File: config.mk
export PLATFORM = sky130hd
export DESIGN_NAME = cpu_exec_stage
export DESIGN_NICKNAME = d
export VERILOG_FILES = /design/src/rtl/cpu_exec_stage.sv
export SDC_FILE = /design/constraint.sdc
export NUM_CORES = 2
export LEC_CHECK = 0
export ABC_AREA = 1
export CAP_MARGIN = 20
export CORE_ASPECT_RATIO = 0.5
export CORE_MARGIN = 5
export CORE_UTILIZATION = 30
export DETAILED_ROUTE_END_ITERATION = 10
export HOLD_SLACK_MARGIN = 0.12
export PLACE_DENSITY = 0.46
export RECOVER_POWER = 50
export REMOVE_ABC_BUFFERS = 1
export SETUP_SLACK_MARGIN = 0.4
export SLEW_MARGIN = 20
export SYNTH_ARGS = -nofsm -noshare
export SYNTH_HDL_FRONTEND = slang
export SYNTH_SLANG_ARGS = --single-unit
File: constraint.sdc
create_clock -name clk -period 11.8 [get_ports clk]
set_input_delay 2.36 -clock clk [delete_from_list [all_inputs] [get_ports clk]]
set_output_delay 2.36 -clock clk [all_outputs]
set_load 0.1 [all_outputs]
File: src/rtl/cpu_exec_stage.sv
// cpu_exec_stage: execute stage with a single-cycle ALU and a multi-cycle
// multiply, handshaked on both sides (valid/ready). Results, zero flag and
// branch target are registered and held until consumed downstream.
module cpu_exec_stage #(
    parameter int WIDTH      = 32,
    parameter int MUL_CYCLES = 4
) (
    input  logic             clk,
    input  logic             rst,
    input  logic             in_valid,
    output logic             in_ready,
    input  logic [WIDTH-1:0] pc_plus_one,
    input  logic [WIDTH-1:0] rdata1,
    input  logic [WIDTH-1:0] rdata2,
    input  logic [WIDTH-1:0] ext_imm,
    input  logic [5:0]       alu_op,
    input  logic             use_imm,
    output logic             out_valid,
    input  logic             out_ready,
    output logic [WIDTH-1:0] out_alu,
    output logic             out_zero,
    output logic [WIDTH-1:0] out_branch_target,
    output logic             busy
);

    localparam int SHW = $clog2(WIDTH);
    localparam int CW  = $clog2(MUL_CYCLES);

    localparam logic [5:0] OP_ADD = 6'd0;
    localparam logic [5:0] OP_SUB = 6'd1;
    localparam logic [5:0] OP_AND = 6'd2;
    localparam logic [5:0] OP_OR  = 6'd3;
    localparam logic [5:0] OP_XOR = 6'd4;
    localparam logic [5:0] OP_SLL = 6'd5;
    localparam logic [5:0] OP_SRL = 6'd6;
    localparam logic [5:0] OP_SLT = 6'd7;
    localparam logic [5:0] OP_MUL = 6'd8;

    typedef enum logic [1:0] {
        S_IDLE,
        S_HOLD,
        S_MUL
    } state_t;

    state_t            state_q, state_d;
    logic              ready_en_q, ready_en_d;
    logic [CW-1:0]     cnt_q, cnt_d;
    logic [WIDTH-1:0]  op_a_q, op_a_d;
    logic [WIDTH-1:0]  op_b_q, op_b_d;
    logic [WIDTH-1:0]  br_pend_q, br_pend_d;
    logic [WIDTH-1:0]  alu_q, alu_d;
    logic              zero_q, zero_d;
    logic [WIDTH-1:0]  br_q, br_d;

    logic [WIDTH-1:0]  opnd_b;
    logic [WIDTH-1:0]  single_res;
    logic [WIDTH-1:0]  mul_res;
    logic [WIDTH-1:0]  br_sum;
    logic              accept;
    logic              is_mul;
    logic              mul_done;

    function automatic logic [WIDTH-1:0] alu_fn(input logic [WIDTH-1:0] a,
                                                input logic [WIDTH-1:0] b,
                                                input logic [5:0]       op);
        logic [SHW-1:0] sh;
        sh = b[SHW-1:0];
        case (op)
            OP_ADD:  alu_fn = a + b;
            OP_SUB:  alu_fn = a - b;
            OP_AND:  alu_fn = a & b;
            OP_OR:   alu_fn = a | b;
            OP_XOR:  alu_fn = a ^ b;
            OP_SLL:  alu_fn = a << sh;
            OP_SRL:  alu_fn = a >> sh;
            OP_SLT:  alu_fn = {{(WIDTH-1){1'b0}}, ($signed(a) < $signed(b))};
            OP_MUL:  alu_fn = a * b;
            default: alu_fn = '0;
        endcase
    endfunction

    assign opnd_b     = use_imm ? ext_imm : rdata2;
    assign single_res = alu_fn(rdata1, opnd_b, alu_op);
    assign mul_res    = alu_fn(op_a_q, op_b_q, OP_MUL);
    assign br_sum     = pc_plus_one + ext_imm;
    assign is_mul     = (alu_op == OP_MUL);
    assign accept     = in_valid && in_ready;
    assign mul_done   = (cnt_q == CW'(MUL_CYCLES - 1));

    // State and datapath registers; synchronous active-low reset clears everything
    always_ff @(posedge clk) begin
        if (!rst) begin
            state_q    <= S_IDLE;
            ready_en_q <= 1'b0;
            cnt_q      <= '0;
            op_a_q     <= '0;
            op_b_q     <= '0;
            br_pend_q  <= '0;
            alu_q      <= '0;
            zero_q     <= 1'b0;
            br_q       <= '0;
        end else begin
            state_q    <= state_d;
            ready_en_q <= ready_en_d;
            cnt_q      <= cnt_d;
            op_a_q     <= op_a_d;
            op_b_q     <= op_b_d;
            br_pend_q  <= br_pend_d;
            alu_q      <= alu_d;
            zero_q     <= zero_d;
            br_q       <= br_d;
        end
    end

    // Next-state logic: HOLD drains on out_ready and may refill in the same cycle
    always_comb begin
        state_d = state_q;
        // Registered so in_ready stays low through reset without a combinational path from rst
        ready_en_d = 1'b1;
        case (state_q)
            S_IDLE: begin
                if (accept) state_d = is_mul ? S_MUL : S_HOLD;
            end
            S_HOLD: begin
                if (out_ready) begin
                    if (accept) state_d = is_mul ? S_MUL : S_HOLD;
                    else        state_d = S_IDLE;
                end
            end
            S_MUL: begin
                if (mul_done) state_d = S_HOLD;
            end
            default: state_d = S_IDLE;
        endcase
    end

    // Handshake and status outputs decoded from the current state
    always_comb begin
        in_ready  = ready_en_q &&
                    ((state_q == S_IDLE) || ((state_q == S_HOLD) && out_ready));
        out_valid = (state_q == S_HOLD);
        busy      = (state_q == S_MUL);
    end

    // Datapath updates: single-cycle results land directly, MUL operands are parked
    always_comb begin
        cnt_d     = cnt_q;
        op_a_d    = op_a_q;
        op_b_d    = op_b_q;
        br_pend_d = br_pend_q;
        alu_d     = alu_q;
        zero_d    = zero_q;
        br_d      = br_q;
        if (accept) begin
            if (is_mul) begin
                op_a_d    = rdata1;
                op_b_d    = opnd_b;
                br_pend_d = br_sum;
                cnt_d     = '0;
            end else begin
                alu_d  = single_res;
                zero_d = (single_res == '0);
                br_d   = br_sum;
            end
        end else if (state_q == S_MUL) begin
            if (mul_done) begin
                alu_d  = mul_res;
                zero_d = (mul_res == '0);
                br_d   = br_pend_q;
                cnt_d  = '0;
            end else begin
                cnt_d = cnt_q + CW'(1);
            end
        end
    end

    assign out_alu           = alu_q;
    assign out_zero          = zero_q;
    assign out_branch_target = br_q;

endmodule

=== Word level (Yosys, flattened, before mapping) ===
Cells that the tools add are included.

* Mux-type cells: 25
* Multipliers: 2
* Reduce and logical (&&, ||, !) cells: 14
* Magnitude comparators: 1
* Bitwise operators: 3
* Divide/modulo/power cells: 0
* $add $sub $neg: 4
* Equal/unequal tests: 16
* Shifts and indexed selects: 2

{| class="wikitable"
|+ Operator list
! operator !! number
|-
| 2-to-1 mux 32 bit || 9
|-
| case mux 32 bit (9 select lines) || 1
|-
| adder 32 bit || 2
|-
| zero test 32 bit || 2
|-
| multiplier 32 x 32 -> 32 bit || 2
|-
| AND 32 bit || 1
|-
| less-than comparator 32 bit || 1
|-
| bitwise OR 32 bit || 1
|-
| << shifter 32 x 5 -> 32 bit || 1
|-
| right shift 32 x 5 -> 32 bit || 1
|-
| subtractor 32 bit || 1
|-
| bitwise XOR 32 bit || 1
|-
| == test 6 x 3 -> 1 bit (second input constant) || 4
|-
| 2-to-1 mux 2 bit || 9
|-
| == test 6 x 2 -> 1 bit (second input constant) || 2
|-
| == test 6 x 1 -> 1 bit (second input constant) || 1
|-
| == test 6 x 4 -> 1 bit (second input constant) || 1
|-
| zero test 6 bit || 1
|-
| != test 2 x 1 -> 1 bit (second input constant) || 3
|-
| case mux 2 bit (3 select lines) || 1
|-
| AND reduction 3 bit || 2
|-
| 2-to-1 mux 1 bit || 5
|-
| == test 2 bit (second input constant) || 2
|-
| != test 2 bit (second input constant) || 2
|-
| other kinds (7) || 11
|}

* Bits in registers: 166
* Logic and storage cells: 76
* Memory bits (read-only): 0
* RAM bits: 0
* Memories kept: 0
* Output and inout bits: 68
* Input port bits: 139
* Latch bits: 0

=== Longest topological paths before layout ===
* Depth after elaboration: 8
* Depth in mapped cells: 44
* Depth with buffers taken out: 41

=== Worst setup path before layout ===
Ideal clock, no wire load.

* Kind: in2reg
* Start point: input use_imm
* End point: register zero_q, in the netlist out_zero
* Path slack: 2.061 ns
* Arrival time: 9.668 ns
* Cell stages on the path: 34
* Path through: inv_2 -> buf_4 -> nand2_1 -> nand2_1 -> clkbuf_1 -> clkbuf_1 -> buf_1 -> nor2_1 -> fa_1 -> inv_1 -> fa_1 -> fa_1 -> fa_1 -> inv_1 -> fa_1 -> inv_1 -> fa_1 -> inv_1 -> fa_1 -> fa_1 -> ha_1 -> a21oi_1 -> o21ai_0 -> a21oi_1 -> nand3_1 -> a21o_1 -> or2_2 -> nand3_1 -> nand4_1 -> nor2_1 -> nand2_1 -> nor2_1 -> nand4_1 -> a21oi_1

* Cells in the longest elaborated chain, start to end: 6
* Elaborated cells between the ends (all ways): 14

{| class="wikitable"
|+ Ends and longest elaborated chain
! element !! line !! text
|-
| start, declared || 17 || <nowiki>input logic use_imm,</nowiki>
|-
| 2-to-1 mux 32 bit (*) || 82 || <nowiki>assign opnd_b = use_imm ? ext_imm : rdata2;</nowiki>
|-
| multiplier 32 x 32 -> 32 bit (tied with other cells) || 77 || <nowiki>OP_MUL: alu_fn = a * b;</nowiki>
|-
| case mux 32 bit (9 select lines) (*) || 68 || <nowiki>case (op)</nowiki>
|-
| zero test 32 bit (*) || 162 || <nowiki>zero_d = (single_res == '0);</nowiki>
|-
| 2-to-1 mux 1 bit (*) || 155 || <nowiki>if (is_mul) begin</nowiki>
|-
| 2-to-1 mux 1 bit (*) || 154 || <nowiki>if (accept) begin</nowiki>
|-
| end signal, assigned || 110 || <nowiki>zero_q <= zero_d;</nowiki>
|-
| end, declared || 52 || <nowiki>logic zero_q, zero_d;</nowiki>
|}

Mark *: on every way between the ends. The rest lies on a longest branch, timed or not. The select of a mux whose other input is x is not followed.
A chain may end at the register's enable or synchronous reset.

=== Worst setup path in the final report ===
* Start point: input out_ready
* End point: register op_a_q[18]

* Cells in the longest elaborated chain, start to end: 5

{| class="wikitable"
|+ Ends and longest elaborated chain
! element !! line !! text
|-
| start, declared || 19 || <nowiki>input logic out_ready,</nowiki>
|-
| logical AND 1 bit || 140 || <nowiki>((state_q == S_IDLE) || ((state_q == S_HOLD) && out_ready));</nowiki>
|-
| logical OR 1 bit || 140 ||
|-
| logical AND 1 bit || 139 || <nowiki>in_ready = ready_en_q &&</nowiki>
|-
| logical AND 1 bit || 87 || <nowiki>assign accept = in_valid && in_ready;</nowiki>
|-
| AND reduction 2 bit (no source line) || n/a ||
|-
| end signal, assigned || 106 || <nowiki>op_a_q <= op_a_d;</nowiki>
|-
| end, declared || 48 || <nowiki>logic [WIDTH-1:0] op_a_q, op_a_d;</nowiki>
|}

No other way between the ends.

==> impl_metrics.csv <==
group,metric,value,unit
clock_network,postCtsResizedCells,0,
yosys,synth_warnings,0,
detailed_routing,drt_first_pass_iters,6,
sta,timing.setup.tns,0,ns
global_routing,grt_usage,0.252,
sta,fin_skew,0.0201,ns
yosys,ys_seq_area_frac,0.0687,
detailed_routing,ant_nets,0,
power,p_leak,27.7,nW
clock_network,h-tree-depth,4,
floorplan,fp.dieW,578,µm
sta,rsz0062_at_grt,"false",
clock_network,clock_tree.root_cell,"clkbuf_16",
sta,slew_viol_final,305,
floorplan,die_area,170000,µm²
sta,finalWorstSetupSlack,1.20,ns
yosys,ys_types,53,
yosys,yosysTopAreaCell,"fa_1",
yosys,synth-simple-area-share,0.211,
sta,slew-limit-headroom,-2.29,
final_layout,finalNonFillerCells,9079,
power,p_per_area,309,nW/µm²
status,violations,"max-capacitance violations, max-slew violations",
floorplan,io_pins,207,
power,p_total,16.6,mW
critical_path,critical_path_class,"in2reg",
placed_design,dpl_cell_area,53000,µm²
yosys,synth_area,48400,µm²
critical_path,worstPathRequired,12.14,ns
yosys,synth_adder_area_share,0.436,
yosys,synth_top_area_frac,0.339,
yosys,synth_top_family_by_area,"adder cells",
critical_path,slowest_delay,3.48,ns
sta,setup_viol,0,
floorplan,initial_core_util,0.301,
sta,tightest_slew,4.94,ns
status,outcome,"complete, but fails checks",
final_layout,fin_util,0.334,
sta,hold_ws,0.465,ns
detailed_routing,drc,0,
yosys,synth_seq_cells,166,
floorplan,core_area,161000,µm²
detailed_routing,vias,45904,
yosys,synthTopCellsByArea,"fa_1 34%, nand2_1 12%, inv_1 11%",
floorplan,die_y,294,µm
critical_path,cp.arrival,10.95,ns
detailed_routing,wirelength,215000,µm
clock_network,numCtsBuffers,17,
global_routing,grt_pass1_wl,317000,µm
critical_path,cp_max_fo,116,
detailed_routing,drtIter0Drc,4403,
placed_design,pre_cts_ws,0.916,ns
yosys,synth_xor_area_frac,0.0228,
final_layout,area_growth_syn_to_layout,10.9,%
global_routing,antenna_found_initial,13,
detailed_routing,post_drt_wl_per_cell,23.6,µm
yosys,synth_compound_area_frac,0.118,
sta,max_freq,94.3,MHz
critical_path,crit_path_top_delay_cell,"clkbuf_1",
yosys,synth_edf_count,0,
sta,finalHoldViolations,0,
final_layout,drive_above_1_share,0.0370,
yosys,syn_inst,6848,
global_routing,grt_max_degree,117,
placed_design,place_inst,9042,
yosys,synthMuxAreaShare,0.00393,
final_layout,multi_input_area,38400,µm²
critical_path,crit_chain,"dlygate4sd3_1 > inv_1 > a21oi_1 > nand2_1 > clkbuf_1 > nor2_4 > clkbuf_1 > o21ai_0 > a21oi_1",
clock_network,hold_buffers,0,
placed_design,gp_congestion,1.01,
critical_path,crit_family,"buffers and inverters",
yosys,ys.flop_type,"dfxtp_1",
final_layout,filler_cell_count,17660,
sta,fin_crit_sh,0.899,
critical_path,start_kind,"input port",
clock_network,cts_tree,"built",
yosys,async_flop_share,0,
clock_network,cts_setup_buffers,0,
global_routing,grt_pass1_vias,46249,
clock_network,clock-sinks,166,
placed_design,port_buffers,206,
final_layout,regArea,3320,µm²
critical_path,critPathBufInv,4,
power,ir_worst_vdd,0.814,mV
job,cap_violations,6,
sta,min_period,10.60,ns
hold_path,hold_path_class,"reg2reg",
detailed_routing,via_per_inst,5.06,
yosys,postSynthAreaPerCell,7.06,µm²
final_layout,final_cell_area,53600,µm²
clock_network,cts_buffer_depth,2,
critical_path,cp-end-kind,"flop",
clock_network,clkTransAtPathRegs,0.10,ns
floorplan,rows,104,
global_routing,grt_overflow,0,
placed_design,hpwlAfterDp,176000,µm
clock_network,worst_skew_pair.late_latency,0.53,ns
final_layout,nNetsFinal,8221,
## worst register-to-register path, delay by kind of cell (launching register included)
kind | cells | cell delay (ns)
and+or+nand+nor | 3 | 1.24
DFF | 1 | 0.32
buffers and inverters | 3 | 4.51
AOI/OAI and AO/OA | 3 | 2.38
## final timing paths
check | cells past startpoint | slack [ns] | from | to
worst max-delay path | 9 | 1.20 | out_ready | op_a_q[18]
worst min-delay path | 2 | 0.46 | out_alu[2] | out_alu[2]
worst max register to register | 9 | 3.19 | state_q[1] | op_a_q[18]
worst min register to register | 2 | 0.46 | out_alu[2] | out_alu[2]
## area by class of cell
class | instances | area share
diodes | 5 | 0.000233
well taps | 2173 | 0.0507
clock buffers | 18 | 0.00819
repair buffers | 367 | 0.0607
inverters | 1427 | 0.0999
multi-input cells | 4909 | 0.715
flip-flops and latches | 166 | 0.0620
clock inverters | 14 | 0.00341
## power breakdown
part | internal [mW] | switching, mW
registers | 0.570 | 0.0113
logic | 5.42 | 9.95
clock network | 0.311 | 0.322
total | 6.30 | 10.3
## state kept, by name (all words and copies together), names as in the netlist
| register | flops |
|---|---|
| op_a_q | 32 |
| cnt_q | 2 |
| state_q | 2 |
| out_alu | 32 |
| out_branch_target | 32 |
| br_pend_q | 32 |
| out_zero | 1 |
| op_b_q | 32 |
| ready_en_q | 1 |
## synth_stat cells (all sizes together), types with 6 or more instances
library cell  count
nor2            565
xnor2            69
a21o             16
nand2          1604
fa              819
a21boi            7
or2              30
nor4             12
o221ai           11
nor3             36
ha              375
nand3           230
a21oi           380
dfxtp           166
o21a              6
o211ai           66
clkinv           11
a221oi            8
a211oi           23
a31oi            19
o2111ai           6
nand3b           12
o21bai           18
xor2             57
buf              81
o21ai           428
clkbuf          265
o22ai            20
o31ai             7
inv            1416
nand4            49
mux2i            19
## placed cells by master, fill, tap and decap left out, types with 35 or more instances in the layout
cell type / count
ha_1: 375
xnor2_1: 69
clkdlybuf4s50_1: 136
nand2_1: 1596
dlygate4sd3_1: 68
o211ai_1: 66
nand4_1: 49
nor2_1: 564
buf_4: 155
dfxtp_1: 165
inv_1: 1405
o21ai_1: 76
nand3_1: 230
a21oi_1: 380
xor2_1: 57
o21ai_0: 337
nor3_1: 35
fa_1: 819
## cell families after synthesis
kind of cell / after synthesis
buf+inv: 1773
simple gates: 2547
xor+xnor: 126
flops: 166
fa+ha+maj: 1194
mux: 19
compound gates: 1023
## per-layer routing
layer  global-route usage  routed length, µm  up-vias
met3               0.0441              17200      265
met1                0.371             101000    22912
met5                    0                 35        -
li1                     -                  -    20942
met2                0.382              91300     1779
met4               0.0636               5600        6
Note: power is estimated with default switching activity, not from simulation.
